===== src/rtl/traffic_light_monitor_if.sv =====
// ============================================================================
// Module      : traffic_light_monitor_if
// Description : Lamp inputs, error clear and tracking status of the
//               traffic-light sequence monitor.
// Revision    : 1.0 - initial release
// ============================================================================
`default_nettype none

interface traffic_light_monitor_if;
    logic [3:0] light1;
    logic [3:0] light2;
    logic       clr_err;
    logic [3:0] phase;
    logic       locked;
    logic       cycle_done;
    logic [7:0] dwell;
    logic       err_enc;
    logic       err_seq;
    logic       err_time;

    modport master (
        output light1, light2, clr_err,
        input  phase, locked, cycle_done, dwell, err_enc, err_seq, err_time
    );

    modport slave (
        input  light1, light2, clr_err,
        output phase, locked, cycle_done, dwell, err_enc, err_seq, err_time
    );
endinterface

`default_nettype wire


===== src/rtl/traffic_light_monitor.sv =====
// ============================================================================
// Module      : traffic_light_monitor
// Description : Locks onto a two-direction traffic-light sequence, measures
//               phase dwell times and raises sticky encoding/sequence/timing
//               error flags.
// Revision    : 1.0 - initial release
// ============================================================================
`default_nettype none

module traffic_light_monitor #(
    parameter int unsigned G1_T = 40,
    parameter int unsigned Y1_T = 5,
    parameter int unsigned L1_T = 15,
    parameter int unsigned G2_T = 30,
    parameter int unsigned Y2_T = 5,
    parameter int unsigned L2_T = 15,
    parameter int unsigned TOL  = 2
) (
    input  wire logic               clk,
    input  wire logic               rst_n,
    traffic_light_monitor_if.slave  bus
);

    typedef enum logic [3:0] {
        S_UNLOCKED = 4'd0,
        S_G1       = 4'd1,
        S_Y1_1     = 4'd2,
        S_L1       = 4'd3,
        S_Y1_2     = 4'd4,
        S_G2       = 4'd5,
        S_Y2_1     = 4'd6,
        S_L2       = 4'd7,
        S_Y2_2     = 4'd8
    } phase_t;

    typedef enum logic [2:0] {
        K_DARK = 3'd0,
        K_G1   = 3'd1,
        K_Y1   = 3'd2,
        K_L1   = 3'd3,
        K_G2   = 3'd4,
        K_Y2   = 3'd5,
        K_L2   = 3'd6,
        K_ILL  = 3'd7
    } kind_t;

    localparam logic [7:0] c_G1_T = 8'(G1_T);
    localparam logic [7:0] c_Y1_T = 8'(Y1_T);
    localparam logic [7:0] c_L1_T = 8'(L1_T);
    localparam logic [7:0] c_G2_T = 8'(G2_T);
    localparam logic [7:0] c_Y2_T = 8'(Y2_T);
    localparam logic [7:0] c_L2_T = 8'(L2_T);
    localparam logic [7:0] c_TOL  = 8'(TOL);

    phase_t     r_phase;
    logic       r_locked;
    logic       r_done;
    logic [7:0] r_cnt;
    logic [7:0] r_dwell;
    logic       r_chk;
    logic       r_err_enc;
    logic       r_err_seq;
    logic       r_err_time;

    kind_t      w_kind;
    phase_t     w_pat;
    phase_t     w_succ;
    logic [7:0] w_exp;
    logic [7:0] w_lo;
    logic [7:0] w_hi;
    logic       w_out_of_tol;

    phase_t     w_phase_nx;
    logic [7:0] w_cnt_nx;
    logic [7:0] w_dwell_nx;
    logic       w_chk_nx;
    logic       w_done_nx;
    logic       w_set_enc;
    logic       w_set_seq;
    logic       w_set_time;

    always_comb begin
        w_kind = K_ILL;
        case ({bus.light1, bus.light2})
            8'b1000_0001: w_kind = K_G1;
            8'b0100_0001: w_kind = K_Y1;
            8'b0010_0001: w_kind = K_L1;
            8'b0001_1000: w_kind = K_G2;
            8'b0001_0100: w_kind = K_Y2;
            8'b0001_0010: w_kind = K_L2;
            8'b0000_0000: w_kind = K_DARK;
            default:      w_kind = K_ILL;
        endcase
    end

    // Yellow lamps are ambiguous on their own: the tracked phase tells
    // whether we are before or after the left-turn phase.
    always_comb begin
        w_pat = S_UNLOCKED;
        case (w_kind)
            K_G1: w_pat = S_G1;
            K_Y1: w_pat = (r_phase == S_L1 || r_phase == S_Y1_2) ? S_Y1_2 : S_Y1_1;
            K_L1: w_pat = S_L1;
            K_G2: w_pat = S_G2;
            K_Y2: w_pat = (r_phase == S_L2 || r_phase == S_Y2_2) ? S_Y2_2 : S_Y2_1;
            K_L2: w_pat = S_L2;
            default: w_pat = S_UNLOCKED;
        endcase
    end

    always_comb begin
        w_succ = S_UNLOCKED;
        w_exp  = 8'd0;
        case (r_phase)
            S_G1:   begin w_succ = S_Y1_1; w_exp = c_G1_T; end
            S_Y1_1: begin w_succ = S_L1;   w_exp = c_Y1_T; end
            S_L1:   begin w_succ = S_Y1_2; w_exp = c_L1_T; end
            S_Y1_2: begin w_succ = S_G2;   w_exp = c_Y1_T; end
            S_G2:   begin w_succ = S_Y2_1; w_exp = c_G2_T; end
            S_Y2_1: begin w_succ = S_L2;   w_exp = c_Y2_T; end
            S_L2:   begin w_succ = S_Y2_2; w_exp = c_L2_T; end
            S_Y2_2: begin w_succ = S_G1;   w_exp = c_Y2_T; end
            default: begin w_succ = S_UNLOCKED; w_exp = 8'd0; end
        endcase
    end

    assign w_lo         = (w_exp < c_TOL) ? 8'd0 : w_exp - c_TOL;
    assign w_hi         = w_exp + c_TOL;
    assign w_out_of_tol = (r_cnt < w_lo) || (r_cnt > w_hi);

    always_comb begin
        w_phase_nx = r_phase;
        w_cnt_nx   = r_cnt;
        w_dwell_nx = r_dwell;
        w_chk_nx   = r_chk;
        w_done_nx  = 1'b0;
        w_set_enc  = 1'b0;
        w_set_seq  = 1'b0;
        w_set_time = 1'b0;

        if (r_phase == S_UNLOCKED) begin
            if (w_kind == K_G1) begin
                w_phase_nx = S_G1;
                w_cnt_nx   = 8'd1;
                w_chk_nx   = 1'b0;
            end else if (w_kind == K_ILL) begin
                w_set_enc = 1'b1;
            end
        end else if (w_kind == K_ILL) begin
            w_set_enc  = 1'b1;
            w_phase_nx = S_UNLOCKED;
            w_cnt_nx   = 8'd0;
        end else if (w_kind == K_DARK) begin
            w_phase_nx = S_UNLOCKED;
            w_cnt_nx   = 8'd0;
        end else if (w_pat == r_phase) begin
            w_cnt_nx = (r_cnt == 8'hFF) ? r_cnt : r_cnt + 8'd1;
        end else if (w_pat == w_succ) begin
            w_dwell_nx = r_cnt;
            w_set_time = r_chk && w_out_of_tol;
            w_done_nx  = (r_phase == S_Y2_2);
            w_phase_nx = w_succ;
            w_cnt_nx   = 8'd1;
            w_chk_nx   = 1'b1;
        end else if (w_kind == K_G1) begin
            // Restart behaves like a fresh lock: the new G1 is not timed.
            w_dwell_nx = r_cnt;
            w_phase_nx = S_G1;
            w_cnt_nx   = 8'd1;
            w_chk_nx   = 1'b0;
        end else begin
            w_set_seq  = 1'b1;
            w_phase_nx = S_UNLOCKED;
            w_cnt_nx   = 8'd0;
        end
    end

    always_ff @(posedge clk) begin
        if (!rst_n) begin
            r_phase    <= S_UNLOCKED;
            r_locked   <= 1'b0;
            r_done     <= 1'b0;
            r_cnt      <= 8'd0;
            r_dwell    <= 8'd0;
            r_chk      <= 1'b0;
            r_err_enc  <= 1'b0;
            r_err_seq  <= 1'b0;
            r_err_time <= 1'b0;
        end else begin
            r_phase    <= w_phase_nx;
            r_locked   <= (w_phase_nx != S_UNLOCKED);
            r_done     <= w_done_nx;
            r_cnt      <= w_cnt_nx;
            r_dwell    <= w_dwell_nx;
            r_chk      <= w_chk_nx;
            // A new error outranks a simultaneous clear.
            r_err_enc  <= (r_err_enc  & ~bus.clr_err) | w_set_enc;
            r_err_seq  <= (r_err_seq  & ~bus.clr_err) | w_set_seq;
            r_err_time <= (r_err_time & ~bus.clr_err) | w_set_time;
        end
    end

    assign bus.phase      = r_phase;
    assign bus.locked     = r_locked;
    assign bus.cycle_done = r_done;
    assign bus.dwell      = r_dwell;
    assign bus.err_enc    = r_err_enc;
    assign bus.err_seq    = r_err_seq;
    assign bus.err_time   = r_err_time;

endmodule

`default_nettype wire


===== src/flat_wrapper.sv =====
// flat-port wrapper written by rule: the top's interface ports become plain ports
module traffic_light_monitor_flat 
#(
    parameter int unsigned G1_T = 40,
    parameter int unsigned Y1_T = 5,
    parameter int unsigned L1_T = 15,
    parameter int unsigned G2_T = 30,
    parameter int unsigned Y2_T = 5,
    parameter int unsigned L2_T = 15,
    parameter int unsigned TOL  = 2
)
  (clk, rst_n, bus_light1, bus_light2, bus_clr_err, bus_phase, bus_locked, bus_cycle_done, bus_dwell, bus_err_enc, bus_err_seq, bus_err_time);
  traffic_light_monitor_if bus_i ();
  input  wire logic clk;
  input  wire logic rst_n;
  input wire logic [$bits(bus_i.light1)-1:0] bus_light1;
  input wire logic [$bits(bus_i.light2)-1:0] bus_light2;
  input wire logic [$bits(bus_i.clr_err)-1:0] bus_clr_err;
  output wire logic [$bits(bus_i.phase)-1:0] bus_phase;
  output wire logic [$bits(bus_i.locked)-1:0] bus_locked;
  output wire logic [$bits(bus_i.cycle_done)-1:0] bus_cycle_done;
  output wire logic [$bits(bus_i.dwell)-1:0] bus_dwell;
  output wire logic [$bits(bus_i.err_enc)-1:0] bus_err_enc;
  output wire logic [$bits(bus_i.err_seq)-1:0] bus_err_seq;
  output wire logic [$bits(bus_i.err_time)-1:0] bus_err_time;
  assign bus_i.light1 = bus_light1;
  assign bus_i.light2 = bus_light2;
  assign bus_i.clr_err = bus_clr_err;
  assign bus_phase = bus_i.phase;
  assign bus_locked = bus_i.locked;
  assign bus_cycle_done = bus_i.cycle_done;
  assign bus_dwell = bus_i.dwell;
  assign bus_err_enc = bus_i.err_enc;
  assign bus_err_seq = bus_i.err_seq;
  assign bus_err_time = bus_i.err_time;
  traffic_light_monitor #(.G1_T(G1_T), .Y1_T(Y1_T), .L1_T(L1_T), .G2_T(G2_T), .Y2_T(Y2_T), .L2_T(L2_T), .TOL(TOL)) u_core (.clk(clk), .rst_n(rst_n), .bus(bus_i));
endmodule

===== config.mk =====
export PLATFORM = sky130hd
export DESIGN_NAME = traffic_light_monitor_flat
export DESIGN_NICKNAME = d
export VERILOG_FILES = /design/src/rtl/traffic_light_monitor_if.sv /design/src/rtl/traffic_light_monitor.sv /design/src/flat_wrapper.sv
export SDC_FILE = /design/constraint.sdc
export NUM_CORES = 1
export LEC_CHECK = 0
export ABC_AREA = 1
export BUFFER_PORTS_ARGS = -buffer_cell sky130_fd_sc_hd__buf_2
export CAP_MARGIN = 25
export CORE_ASPECT_RATIO = 2
export CORE_UTILIZATION = 25
export DETAILED_ROUTE_END_ITERATION = 8
export PLACE_DENSITY_LB_ADDON = 0.3
export SYNTH_ARGS = -nofsm -noshare
export SYNTH_HDL_FRONTEND = slang
export SYNTH_SLANG_ARGS = --single-unit

===== constraint.sdc =====
create_clock -name clk -period 2.33 [get_ports clk]
set_input_delay 0.466 -clock clk [delete_from_list [all_inputs] [get_ports clk]]
set_output_delay 0.466 -clock clk [all_outputs]
set_load 0.02 [all_outputs]

---- After elaboration in Yosys (flattened, before gate mapping) ----
Memories as Yosys holds them, arrays and structs flattened. A register that Yosys moved wholly into a read port is not among the register bits.
Index checks and enable logic that the tools add are counted.
word-level totals
  bits in registers ....................... 26
  memory bits (read-only) ................. 160
  input bits .............................. 11
  output and inout port bits .............. 17
  word-level logic and storage cells ...... 110
  memories ................................ 1
memory list
  memory           depth  width  rd ports  clocked after Yosys merged registers in  wr ports  line                          source
  (no name shown)  16     10     1         1                                        0         traffic_light_monitor.sv:114  case (r_phase)
cells by class
  add/sub/neg operators ................... 3
  order comparisons ....................... 3
  equality and inequality tests ........... 25
  multiplexer cells ....................... 43
  bitwise gates (word level) .............. 13
  reduce and logical (&&, ||, !) cells .... 13
operators by type and width
  operator             count
  $mux 8               10
  $mux 4               8
  $eq 8x5->1 const B   3
  $pmux 4 s6           1
  $mux 1               22
  $pmux 3 s7           1
  $eq 8x8->1 const B   2
  $eq 3x3->1 const B   4
  $add 8x1->8 const B  1
  $add 8x2->8 const B  1
  $eq 4x3->1 const B   2
  $eq 4x4->1           2
  $eq 8x6->1 const B   1
  $eq 8x7->1 const B   1
  $gt 8x8->1           1
  $logic_not 8->1      1
  $lt 8x2->1 const B   1
  $lt 8x8->1           1
  $sub 8x2->8 const B  1
  $not 1->1            7
  $eq 3x2->1 const B   2
  $ne 2x1->1 const B   3
  $reduce_or 6->1      1
  $ne 5x2->1 const B   1
  other kinds (16)     22

---- Longest topological paths before layout ----
Gate-level depths: netlist of the first run.
  depth after elaboration ................. 11
  gate-level depth with buffers ........... 21
  depth with buffers taken out ............ 20

---- Worst setup path after synthesis of the first run ----
No wires, ideal clock.
  path kind ............................... register -> register
  start point ............................. register u_core.r_phase[3] (netlist: u_core.bus.phase[3])
  end point ............................... register, netlist name u_core.w_exp[0]
  setup time .............................. 123 ps
  arrival ................................. 2,335 ps
  data required time ...................... 2,207 ps
  slack ................................... -127 ps
  cell stages (with the launch flop) ...... 19
  period minus slack after synthesis ...... 2,457 ps
  cell sequence ........................... dfxtp_1 -> inv_1 -> nor2_1 -> nand2_1 -> nand2_2 -> nor2_2 -> nor2_4 -> nand2_2 -> nand2_1 -> nand3_2 -> nor2_4 -> inv_2 -> o21ai_0 -> o211ai_2 -> nor2_1 -> inv_1 -> ha_1 -> nand4_1 -> nand3_1
on the way
  word-level cells in the longest chain between the ends .. 11
  elaborated cells on any way between the ends .. 19
  those cells by class .................... 6 x eq/ne; 10 x mux; 3 x reduce/logical
RTL lines
  element                                   line                                                        source
  start: declaration                        traffic_light_monitor.sv:55                                 phase_t r_phase;
  start signal: assignment                  traffic_light_monitor.sv:190                                r_phase <= w_phase_nx;
  $eq 4x3->1, or another cell as far along  traffic_light_monitor.sv:105                                K_Y2: w_pat = (r_phase == S_L2 || r_phase == S_Y2_2) ? S_Y2_2 : S_Y2_1;
  $logic_or 1x1->1 (on tied branches)       traffic_light_monitor.sv:105, traffic_light_monitor.sv:102
  $mux 4 or $mux 3 (tied branches)          traffic_light_monitor.sv:105, traffic_light_monitor.sv:102
  $pmux 4 s6                                traffic_light_monitor.sv:100                                case (w_kind)
  $eq 4x4->1                                traffic_light_monitor.sv:158                                end else if (w_pat == w_succ) begin
  $mux 4                                    traffic_light_monitor.sv:158
  $mux 4                                    traffic_light_monitor.sv:156                                end else if (w_pat == r_phase) begin
  $mux 4                                    traffic_light_monitor.sv:153                                end else if (w_kind == K_DARK) begin
  $mux 4                                    traffic_light_monitor.sv:149                                end else if (w_kind == K_ILL) begin
  $mux 4 *                                  traffic_light_monitor.sv:141                                if (r_phase == S_UNLOCKED) begin
  $mux 4 (no source line) *                 --
Mark *: on every way between the ends. The rest lies on a longest branch, timed or not.
A chain may end at the register's enable or synchronous reset.

---- Worst setup path after layout of the first run ----
  start point ............................. input bus_light1[2]
  end point ............................... register, netlist name u_core.w_exp[2]
on the way
  word-level cells in the longest chain between the ends .. 11
  elaborated cells on any way between the ends .. 27
  those cells by class .................... 15 x eq/ne; 10 x mux; 2 x reduce/logical
RTL lines
  element                                   line                          source
  start: declaration                        flat_wrapper.sv:16            input wire logic [$bits(bus_i.light1)-1:0] bus_light1;
  $eq 8x5->1, or another cell as far along  traffic_light_monitor.sv:84   case ({bus.light1, bus.light2})
  $pmux 3 s7 *                              traffic_light_monitor.sv:84
  $eq 3x3->1, or another cell as far along  traffic_light_monitor.sv:100
  $pmux 4 s6                                traffic_light_monitor.sv:100
  $eq 4x4->1                                traffic_light_monitor.sv:158
  $mux 4                                    traffic_light_monitor.sv:158
  $mux 4                                    traffic_light_monitor.sv:156
  $mux 4                                    traffic_light_monitor.sv:153
  $mux 4                                    traffic_light_monitor.sv:149
  $mux 4 *                                  traffic_light_monitor.sv:141
  $mux 4 (no source line) *                 --
Marks and branches as above.

==> run summary, run 1 <==
reported net switching power: 0.334 mW
antenna-violating nets left: 0
clock transition at the registers of the reported paths: 0.06 ns
most used flip-flop cell after synthesis: sky130_fd_sc_hd__dfxtp_1
# nets final: 532
Final Skew: 0.00849 ns
GR Util All Layers: 0.156
number of maximum-capacitance constraint violations: 0
Pwr per Cell Area: 378 nW/um^2
smallest hold slack: 0.458 ns
average instance area after synthesis: 6.72 um^2
met1 Use GR: 0.134
grt met2 use: 0.305
cell area after placement: 3350 um^2
cells taking the most area after synthesis: sky130_fd_sc_hd__dfxtp_1, sky130_fd_sc_hd__nand2_1, sky130_fd_sc_hd__ha_1
Synth async-reset ratio: 0
Die X: 75.8 um
met3 GRT Util: 0.0215
DRC violation total after the first TritonRoute iteration: 102
final routed DRC violation total: 0
clock latency of the later-clocked register in the worst-skew pair: 0.29 ns
clock power share: 0.513
Max Buffers Root-to-Sink: 2
wire length reported by the detailed router: 8.31 mm
number of clock sinks seen by CTS: 36
initial cell density of the core: 0.258
worst hold stages: 4
CP Capture Type: flop
cell types with the highest counts after synthesis: sky130_fd_sc_hd__nand2_1, sky130_fd_sc_hd__inv_1, sky130_fd_sc_hd__nor2_1
diode count: 0
maximum achievable frequency: 438 MHz
area taken by multi-input logic gates: 2000 um^2
max-slew violations: 0
share of the synthesized area in the top cell type: 0.265
CTS Root Buffer Type: sky130_fd_sc_hd__clkbuf_16
final worst path period need: 2.28 ns
Wirelength per Cell: 13.0 um
gp weighted congestion: 0.863
TritonCTS clock tree: built
cell-internal power: 1.16 mW
number of cells on the worst reg-to-reg path: 18
leak pwr: 1.86 nW
unrepaired setup endpoints after global routing: yes
vias in the first global route: 2878
vertical extent of the die: 150 um
number of antenna violations at the first check in global routing: 0
Finished Cell Area: 3950 um^2
data required time at the worst endpoint: 2.50 ns
vias: 2953
post-layout utilization of the core: 0.375
Reg power frac: 0.411
total grt overflow: 0
Period Utilization, post-route: 0.980
number of setup violations in the final report: 0
type of the setup path with the least slack: in2reg
cell count after synthesis: 405
routed via count divided by cell count: 4.64
post-route total power: 1.49 mW
IR drop worst, VDD: 0.000351 V
portion of total power attributed to combinational logic: 0.077
global-route wire length before repair: 13.1 mm
top-count cell post-synth: sky130_fd_sc_hd__nand2_1
post-DP HPWL: 6.57 mm
path type of the worst min-delay path: in2reg
Yosys top cell by area: sky130_fd_sc_hd__dfxtp_1
share of the yosys chip area belonging to registers: 0.265
number of storage elements in the synthesis netlist: 36
number of enable flip-flop cells after synthesis: 0
hold-fix buffer count after cts: 0
Mapped Nets: 438
IO buf count: 27
top-level port count: 28
number of CTS-inserted buffers: 5
die area: 11300 um^2
Seq. cell area: 737 um^2
Net Sw Frac: 0.223
fraction of final layout cells with drive strength greater than 1: 0.408
worst endpoint data arrival time: 2.45 ns
total count of hold-check failures in the final report: 0
number of fill cells in the layout: 1097
Netlist cell types: 38
core area: 10500 um^2
outcome: finished clean
area added between synthesis and finish: 45.3%
most used routing layer in global routing: met2
H-tree depth reported by CTS: 2
maximum fanout along the worst path: 6
FP Rows: 53
kind of launch point of the worst setup path: input port
area of the mapped netlist: 2720 um^2
Yosys warning total: 0
iteration count of the initial detailed-routing pass: 5
maximum number of pins on one net before global-route repair: 21
## cell usage in the layout (no fill, tap or decap), types with 19 or more instances in the layout
master                    instances
sky130_fd_sc_hd__nand2_1         72
sky130_fd_sc_hd__nand3_1         24
sky130_fd_sc_hd__nor2_1          35
sky130_fd_sc_hd__dfxtp_1         31
sky130_fd_sc_hd__buf_2           24
sky130_fd_sc_hd__a21oi_1         21
sky130_fd_sc_hd__buf_4           66
sky130_fd_sc_hd__nand2_2         22
sky130_fd_sc_hd__inv_1           42
sky130_fd_sc_hd__ha_1            19
## registers in the layout (all words and copies together) (netlist names)
signal,cells
u_core.bus.dwell,8
u_core.r_cnt,8
u_core.w_exp,6
u_core.bus.phase,4
u_core.w_succ,4
u_core.bus.cycle_done,1
u_core.bus.err_enc,1
u_core.bus.err_seq,1
u_core.bus.err_time,1
u_core.bus.locked,1
u_core.r_chk,1
## path summary, 6_finish.rpt
| path | start | to | slack, ns |
|---|---|---|---|
| worst max-delay path | bus_light1[2] | u_core.w_exp[2] | 0.05 |
| worst min-delay path | bus_clr_err | u_core.bus.err_seq | 0.46 |
| worst max register to register | u_core.bus.phase[2] | u_core.w_exp[2] | 0.06 |
| worst min register to register | u_core.bus.err_seq | u_core.bus.err_seq | 0.46 |
## timing repair
item	CTS	global route
pin swaps	8	35
setup endpoints to repair	6	29
setup buffers	12	6
cloned	0	1
gates resized for setup	18	68
hold endpoints to repair	0	0
## worst max-delay path, stage by stage
cell                       delay (ns)
sky130_fd_sc_hd__buf_2           0.12
sky130_fd_sc_hd__inv_2           0.06
sky130_fd_sc_hd__nand2_4         0.06
sky130_fd_sc_hd__nor3_4          0.23
sky130_fd_sc_hd__o21ai_4         0.13
sky130_fd_sc_hd__nand2_2         0.11
sky130_fd_sc_hd__nand2_2         0.05
sky130_fd_sc_hd__nand2_2         0.08
sky130_fd_sc_hd__nand3_2         0.09
sky130_fd_sc_hd__nor2_4          0.18
sky130_fd_sc_hd__inv_2           0.09
sky130_fd_sc_hd__o21ai_2         0.08
sky130_fd_sc_hd__o211ai_4        0.12
sky130_fd_sc_hd__nor2_4          0.17
sky130_fd_sc_hd__inv_2           0.07
sky130_fd_sc_hd__ha_4            0.15
sky130_fd_sc_hd__nand4_1         0.10
sky130_fd_sc_hd__nand3_1         0.09
## layer usage
metal / up-vias / routed length (um)
li1: 1510 / -
met1: 1377 / 2720
met2: 45 / 5040
met3: 21 / 154
met4: 0 / 402
met5: - / 0
## metrics by stage
| step | TNS [ns] | worst slack (ns) | instances |
|---|---|---|---|
| floorplan | 0 | 0.0236 | 405 |
| global placement | -6.04 | -0.361 | 610 |
| detailed placement | -6.34 | -0.403 | 610 |
| CTS | 0 | 0.00978 | 630 |
| global route | -0.884 | -0.103 | 637 |
| finish | 0 | 0.0462 | 637 |
## layout make-up
class | instances | area share
Clock buffer | 5 | 0.0317
Clock inverter | 3 | 0.0108
Inverter | 58 | 0.0576
Multi-Input combinational cell | 305 | 0.507
Sequential cell | 36 | 0.186
Tap cell | 137 | 0.0434
Timing Repair Buffer | 93 | 0.163
## logic make-up (layout without fill, tap and decap cells)
group | after synthesis | count (layout) | share of synthesized area
AOI/OAI and AO/OA | 56 | 56 | 0.129
other | 1 | 1 | 0.00138
and+or+nand+nor | 219 | 220 | 0.383
xor gates and xnor gates | 6 | 6 | 0.0193
adders and majority gates | 22 | 22 | 0.101
DFF | 36 | 36 | 0.265
buffers and inverters | 65 | 159 | 0.102
## power groups by stage
stage | logic [mW] | clock network (mW) | registers, mW
after floorplan | 0.0516 | 0 | 0.633
after global placement | 0.0909 | 0 | 0.632
after detailed placement | 0.0922 | 0 | 0.632
after CTS | 0.0962 | 0.787 | 0.615
after global routing | 0.126 | 0.809 | 0.614
final | 0.114 | 0.766 | 0.614
Power figures use the tool's default switching activity.
==> inputs of run 2 (changes only) <==
CORE_UTILIZATION = 30   (was 25)
==> run 2 against run 1 <==
First-iteration DRC count is 9.8% lower. Hold slack better by 0.0021 ns. Routed wire length is 5.3% lower. Sequential power hardly changed. Global-route usage is 0.97 points higher. Critical path depth stayed put. Largest cell class unchanged. Highest routed layer unchanged.
==> run summary, run 2 (synthesis gave the netlist of run 1 again) <==
CP Capture Type: flop
# nets final: 517 (-2.8%)
number of maximum-capacitance constraint violations: 0 (unchanged)
number of fill cells in the layout: 904 (-18%)
leak pwr: 1.78 nW (-4.4%)
diode count: 0 (unchanged)
Max Buffers Root-to-Sink: 2 (unchanged)
maximum number of pins on one net before global-route repair: 21 (unchanged)
Wirelength per Cell: 13.5 um (+3.1%)
initial cell density of the core: 0.312 (+0.0544)
routed via count divided by cell count: 4.95 (+6.7%)
outcome: finished clean
number of antenna violations at the first check in global routing: 0 (unchanged)
hold-fix buffer count after cts: 0 (unchanged)
max-slew violations: 0 (unchanged)
data required time at the worst endpoint: 2.50 ns (about the same)
Period Utilization, post-route: 0.992 (+0.0113)
clock latency of the later-clocked register in the worst-skew pair: 0.29 ns (about the same)
type of the setup path with the least slack: reg2reg
wire length reported by the detailed router: 7.87 mm (-5.3%)
vertical extent of the die: 137 um (-8.6%)
total count of hold-check failures in the final report: 0 (unchanged)
cell area after placement: 3280 um^2 (-2.3%)
gp weighted congestion: 0.905 (+4.9%)
final routed DRC violation total: 0 (unchanged)
Final Skew: 0.00604 ns (-0.00244 ns)
most frequent cell on the critical path: sky130_fd_sc_hd__nor2_4
final worst path period need: 2.31 ns (+0.0264 ns)
worst hold stages: 2 (-2)
kind of launch point of the worst setup path: flop
number of setup violations in the final report: 0 (unchanged)
total grt overflow: 0 (unchanged)
number of CTS-inserted buffers: 5 (unchanged)
top-level port count: 28 (unchanged)
number of cells on the worst reg-to-reg path: 18 (unchanged)
antenna-violating nets left: 0 (unchanged)
Pwr per Cell Area: 413 nW/um^2 (+9.3%)
fraction of final layout cells with drive strength greater than 1: 0.351 (-0.0575)
largest incremental delay on the critical path: 0.40 ns (+0.17 ns)
unrepaired setup endpoints after global routing: yes
number of clock sinks seen by CTS: 36 (unchanged)
IR drop worst, VDD: 0.000260 V (-26%)
aggregate negative setup slack: 0 ns (unchanged)
die area: 9470 um^2 (-16%)
iteration count of the initial detailed-routing pass: 4 (-1)
H-tree depth reported by CTS: 2 (unchanged)
cell type group with the largest total delay on the critical path: simple AND/OR/NAND/NOR gates
maximum achievable frequency: 433 MHz (-1.1%)
FP Rows: 48 (-9.4%)
vias in the first global route: 2824 (-1.9%)
clock transition at the registers of the reported paths: 0.06 ns (about the same)
global-route wire length before repair: 12.3 mm (-5.9%)
path type of the worst min-delay path: reg2reg
IO buf count: 27 (unchanged)
core area: 8710 um^2 (-17%)
worst endpoint data arrival time: 2.48 ns (+0.03 ns)
TritonCTS clock tree: built
area added between synthesis and finish: 34.2%
post-DP HPWL: 6.20 mm (-5.5%)
Die X: 69.3 um (-8.5%)
slowest stage cell, crit path: sky130_fd_sc_hd__dfxtp_4
most common library cell in the layout ignoring fill and taps: sky130_fd_sc_hd__nand2_1
vias: 2894 (-2.0%)
GR Util All Layers: 0.166 (+0.00967)
Finished Cell Area: 3650 um^2 (-7.6%)
DRC violation total after the first TritonRoute iteration: 92 (-9.8%)
number of logic stages on the critical path including buffering: 18 (unchanged)
commonest cells after routing, fill and taps aside: sky130_fd_sc_hd__nand2_1, sky130_fd_sc_hd__buf_4, sky130_fd_sc_hd__inv_1, sky130_fd_sc_hd__nor2_1, sky130_fd_sc_hd__dfxtp_1
ordered list of cells on the worst path: inv_4, nor2_4, nand2_2, nand2_4, nor2_4, nor2_4, nand2_2, nand2_2, nand3_2, nor2_4, inv_2, o21ai_2, o211ai_2, nor2_4, inv_2, ha_1, nand4_1, nand3_1
maximum fanout along the worst path: 6 (unchanged)
Worst Path Buf+Inv: 3 (-1)
CTS Root Buffer Type: sky130_fd_sc_hd__clkbuf_16
-- run 2: cell types whose count changed in the layout (fill, tap and decap cells not counted), moves of 3 or more --
cell	previous run	this run
sky130_fd_sc_hd__a21oi_2	3	6
sky130_fd_sc_hd__nor2_1	35	40
sky130_fd_sc_hd__buf_2	24	27
sky130_fd_sc_hd__nor2_2	9	12
sky130_fd_sc_hd__buf_4	66	50
sky130_fd_sc_hd__inv_2	12	9
sky130_fd_sc_hd__inv_1	42	47
sky130_fd_sc_hd__nor2_4	16	8
sky130_fd_sc_hd__nand2_2	22	15
sky130_fd_sc_hd__nand2_1	72	80
-- run 2: routing by layer --
| metal | global-route usage | vias to the layer above | share of wire |
|---|---|---|---|
| met3 | 0.0147 | 28 | 0.017 |
| met5 | 0 | - | 0 |
| met4 | 0.143 | 0 | 0.065 |
| met2 | 0.333 | 53 | 0.58 |
| met1 | 0.141 | 1336 | 0.33 |
| li1 | - | 1477 | - |
-- run 2: final timing paths --
| path | to | slack (ns) | startpoint |
|---|---|---|---|
| worst max-delay path | u_core.w_exp[2] | 0.02 | u_core.bus.phase[3] |
| worst min-delay path | u_core.bus.err_seq | 0.46 | u_core.bus.err_seq |
| worst max register to register | u_core.w_exp[2] | 0.02 | u_core.bus.phase[3] |
| worst min register to register | u_core.bus.err_seq | 0.46 | u_core.bus.err_seq |
-- run 2: layout make-up --
| class | instances | area [um^2] | area share |
|---|---|---|---|
| well taps | 100 | 125 | 0.0343 |
| clock buffers | 5 | 125 | 0.0343 |
| inverters | 58 | 223 | 0.0610 |
| repair buffers | 78 | 522 | 0.143 |
| flip-flops and latches | 36 | 741 | 0.203 |
| multi-input cells | 305 | 1870 | 0.512 |
| clock inverters | 3 | 46.3 | 0.0127 |
-- run 2: through the flow --
step | worst slack, ns | util | hold WS, ns | std cells | power (mW)
global placement | -0.331 | 0.376 | 0.455 | 569 | 0.721
global route | -0.165 | 0.419 | 0.472 | 585 | 1.56
detailed placement | -0.334 | 0.376 | 0.460 | 569 | 0.722
floorplan | 0.0236 | - | 0.475 | 405 | 0.685
finish | 0.0198 | 0.419 | 0.460 | 585 | 1.51
CTS | 0.00283 | 0.398 | 0.462 | 579 | 1.52
-- run 2: power by group --
group	switching [mW]	total (mW)	internal [mW]
logic	0.0592	0.0977	0.0385
registers	0.00134	0.612	0.611
clock network	0.290	0.799	0.509
total	0.351	1.51	1.16
-- run 2: worst register-to-register path, delay by kind of cell, from the launching register on --
| family | cells | cell delay (ns) |
|---|---|---|
| and+or+nand+nor | 12 | 1.23 |
| DFF | 1 | 0.40 |
| buffers and inverters | 3 | 0.20 |
| AOI/OAI and AO/OA | 2 | 0.20 |
| adders and majority gates | 1 | 0.18 |
-- run 2: repair_timing --
item / 4_1_cts / 5_1_grt
pin swaps: 4 / 10
gates cloned: 0 / 1
buffers inserted: 2 / 5
resized for setup: 2 / 47
endpoints found under the setup margin: 5 / 24
==> inputs of run 3 (changes only) <==
CTS_BUF_LIST = sky130_fd_sc_hd__clkbuf_16   (was not set)
REMOVE_ABC_BUFFERS = 1   (was not set)
SKIP_CTS_REPAIR_TIMING = 1   (was not set)
==> run 3 against run 2 <==
The flow now finishes with violations (setup timing). Clock power decreased by 4.6%. Cell count grew 1.2%. Via count up 2.3%. Core utilization grew 1.3 points. Sequential power barely moved. Non-clock buffer count rose by 8. First-iteration DRC count is the same. Power is 1.7% lower. Critical endpoint is now u_core.w_succ[2]. Largest power group unchanged.
==> run summary, run 3 (synthesis gave the netlist of run 1 again) <==
wire length on met3: 140 um (+3.7%)
H-tree depth reported by CTS: 2 (unchanged)
total count of hold-check failures in the final report: 0 (unchanged)
number of setup violations in the final report: 5 (+5)
endpoint of the worst setup timing path: u_core.w_succ[2]
number of maximum-capacitance constraint violations: 0 (unchanged)
IR drop worst, VDD: 0.000351 V (+35%)
kind of launch point of the worst setup path: flop
vertical extent of the die: 137 um (unchanged)
type of the setup path with the least slack: reg2reg
largest incremental delay on the critical path: 0.34 ns (-0.06 ns)
number of cells on the worst reg-to-reg path: 17 (-1)
cell type group with the largest total delay on the critical path: simple AND/OR/NAND/NOR gates
initial cell density of the core: 0.312 (unchanged)
iteration count of the initial detailed-routing pass: 4 (unchanged)
Max Buffers Root-to-Sink: 2 (unchanged)
DRC violation total after the first TritonRoute iteration: 92 (unchanged)
antenna-violating nets left: 0 (unchanged)
number of logic stages on the critical path including buffering: 17 (-1)
launching element of the worst setup path: u_core.bus.phase[1]
worst endpoint data arrival time: 2.60 ns (+0.12 ns)
vias: 2961 (+2.3%)
failing checks: setup timing
core area: 8710 um^2 (unchanged)
post-DP HPWL: 6.61 mm (+6.6%)
fraction of final layout cells with drive strength greater than 1: 0.364 (+0.0133)
number of clock sinks seen by CTS: 36 (unchanged)
outcome: finished with violations
RR Startpoint: u_core.bus.phase[1]
maximum number of pins on one net before global-route repair: 16 (-24%)
uppermost layer routed: met4
CP Capture Type: flop
path type of the worst min-delay path: reg2reg
diode count: 0 (unchanged)
TritonCTS clock tree: built
unrepaired setup endpoints after global routing: yes
number of CTS-inserted buffers: 5 (unchanged)
maximum achievable frequency: 419 MHz (-3.1%)
clock latency of the later-clocked register in the worst-skew pair: 0.28 ns (about the same)
Worst Path Buf+Inv: 4 (+1)
ordered list of cells on the worst path: buf_4, inv_1, nand2_1, nor2_1, nor2_1, nand2_1, nand3_2, nand2_2, nand3_2, nor2_4, inv_2, o211ai_2, nor2_2, buf_6, ha_1, nand3b_1, a21oi_2
wire length reported by the detailed router: 8.09 mm (+2.8%)
Period Utilization, post-route: 1.02 (+0.0320)
routed via count divided by cell count: 5.00 (+1.1%)
gp weighted congestion: 0.896 (-0.93%)
smallest hold slack: 0.460 ns (-0.000336 ns)
die area: 9470 um^2 (unchanged)
CTS Root Buffer Type: sky130_fd_sc_hd__clkbuf_16
Wirelength per Cell: 13.7 um (+1.6%)
number of antenna violations at the first check in global routing: 0 (unchanged)
commonest cells after routing, fill and taps aside: sky130_fd_sc_hd__nand2_1, sky130_fd_sc_hd__buf_4, sky130_fd_sc_hd__inv_1, sky130_fd_sc_hd__nor2_1, sky130_fd_sc_hd__dfxtp_1
most common library cell in the layout ignoring fill and taps: sky130_fd_sc_hd__nand2_1
total grt overflow: 0 (unchanged)
post-layout worst setup margin: -0.0549 ns (-0.0746 ns)
data required time at the worst endpoint: 2.55 ns (+0.05 ns)
GR Util All Layers: 0.171 (+0.00532)
Die X: 69.3 um (unchanged)
area added between synthesis and finish: 38.4%
Pwr per Cell Area: 394 nW/um^2 (-4.6%)
routed length on met2: 4.85 mm (+5.5%)
IO buf count: 27 (unchanged)
top-level port count: 28 (unchanged)
Final Skew: 0.00448 ns (-0.00156 ns)
post-layout utilization of the core: 0.432 (+0.0129)
area taken by multi-input logic gates: 1900 um^2 (+1.7%)
number of fill cells in the layout: 903 (-0.11%)
FP Rows: 48 (unchanged)
vias in the first global route: 2821 (-0.11%)
# nets final: 524 (+1.4%)
worst reg2reg endpoint: u_core.w_succ[2]
final routed DRC violation total: 0 (unchanged)
post-placement setup slack: -0.443 ns (-0.109 ns)
slowest stage cell, crit path: sky130_fd_sc_hd__dfxtp_2
final worst path period need: 2.38 ns (+0.0746 ns)
leak pwr: 1.82 nW (+2.6%)
max-slew violations: 0 (unchanged)
clock transition at the registers of the reported paths: 0.05 ns (about the same)
global-route wire length before repair: 12.5 mm (+1.7%)
FF-to-FF setup slack: -0.05 ns (-0.07 ns)
Seq. cell area: 736 um^2 (-0.68%)
total routed wire length on the met1 layer: 2.56 mm (-2.4%)
maximum fanout along the worst path: 4 (-2)
[run 3: cell count changes in the layout (fill, tap and decap cells not counted), sizes merged]
cell,delta
inv,-1
buf,+8
clkinv,+1
nor2,-1
[run 3: how the worst min path moves through the flow]
stage / slack (ns) / cells after the start / to / from
finish: 0.46 / 2 / u_core.bus.err_seq / u_core.bus.err_seq
global route: 0.49 / 4 / u_core.bus.err_time / bus_clr_err
floorplan: 0.47 / 2 / u_core.r_chk / u_core.r_chk
detailed placement: 0.46 / 2 / u_core.bus.err_seq / u_core.bus.err_seq
global placement: 0.45 / 2 / u_core.bus.err_time / u_core.bus.err_time
CTS: 0.46 / 4 / u_core.bus.err_time / bus_clr_err
[run 3: layout make-up]
| cell class | instances | area share |
|---|---|---|
| clock inverter | 3 | 0.0113 |
| tap | 100 | 0.0332 |
| sequential | 36 | 0.195 |
| inverter | 58 | 0.0592 |
| multi-input combinational | 304 | 0.505 |
| timing repair buffer | 86 | 0.163 |
| clock buffer | 5 | 0.0332 |
[run 3: report_power, final]
group | leakage (nW) | internal (mW) | total, mW | switching, mW
clock network | 0.0798 | 0.502 | 0.762 | 0.260
registers | 0.294 | 0.614 | 0.615 | 0.00126
logic | 1.45 | 0.0445 | 0.107 | 0.0622
total | 1.82 | 1.16 | 1.48 | 0.324
[run 3: through the flow]
stage / cells / area, um^2 / setup TNS (ns) / power (mW)
after floorplan: 398 / 2660 / -1.27 / 0.675
after CTS: 586 / 3500 / -1.21 / 1.49
after detailed placement: 578 / 3330 / -6.20 / 0.727
after global placement: 578 / 3330 / -4.13 / 0.726
final: 592 / 3760 / -0.148 / 1.48
after global routing: 592 / 3760 / -1.78 / 1.56
[run 3: layer usage]
layer | track usage | vias to the layer above
met5 | 0 | -
met4 | 0.147 | 0
met2 | 0.353 | 56
li1 | - | 1487
met3 | 0.0199 | 32
met1 | 0.135 | 1386
[run 3: tightest hold or removal path: cells and delay by family (launching register included)]
kind,cells,cell delay (ns)
AND/OR/NAND/NOR,1,0.06
AO/OA/AOI/OAI,1,0.05
flip-flops,1,0.30
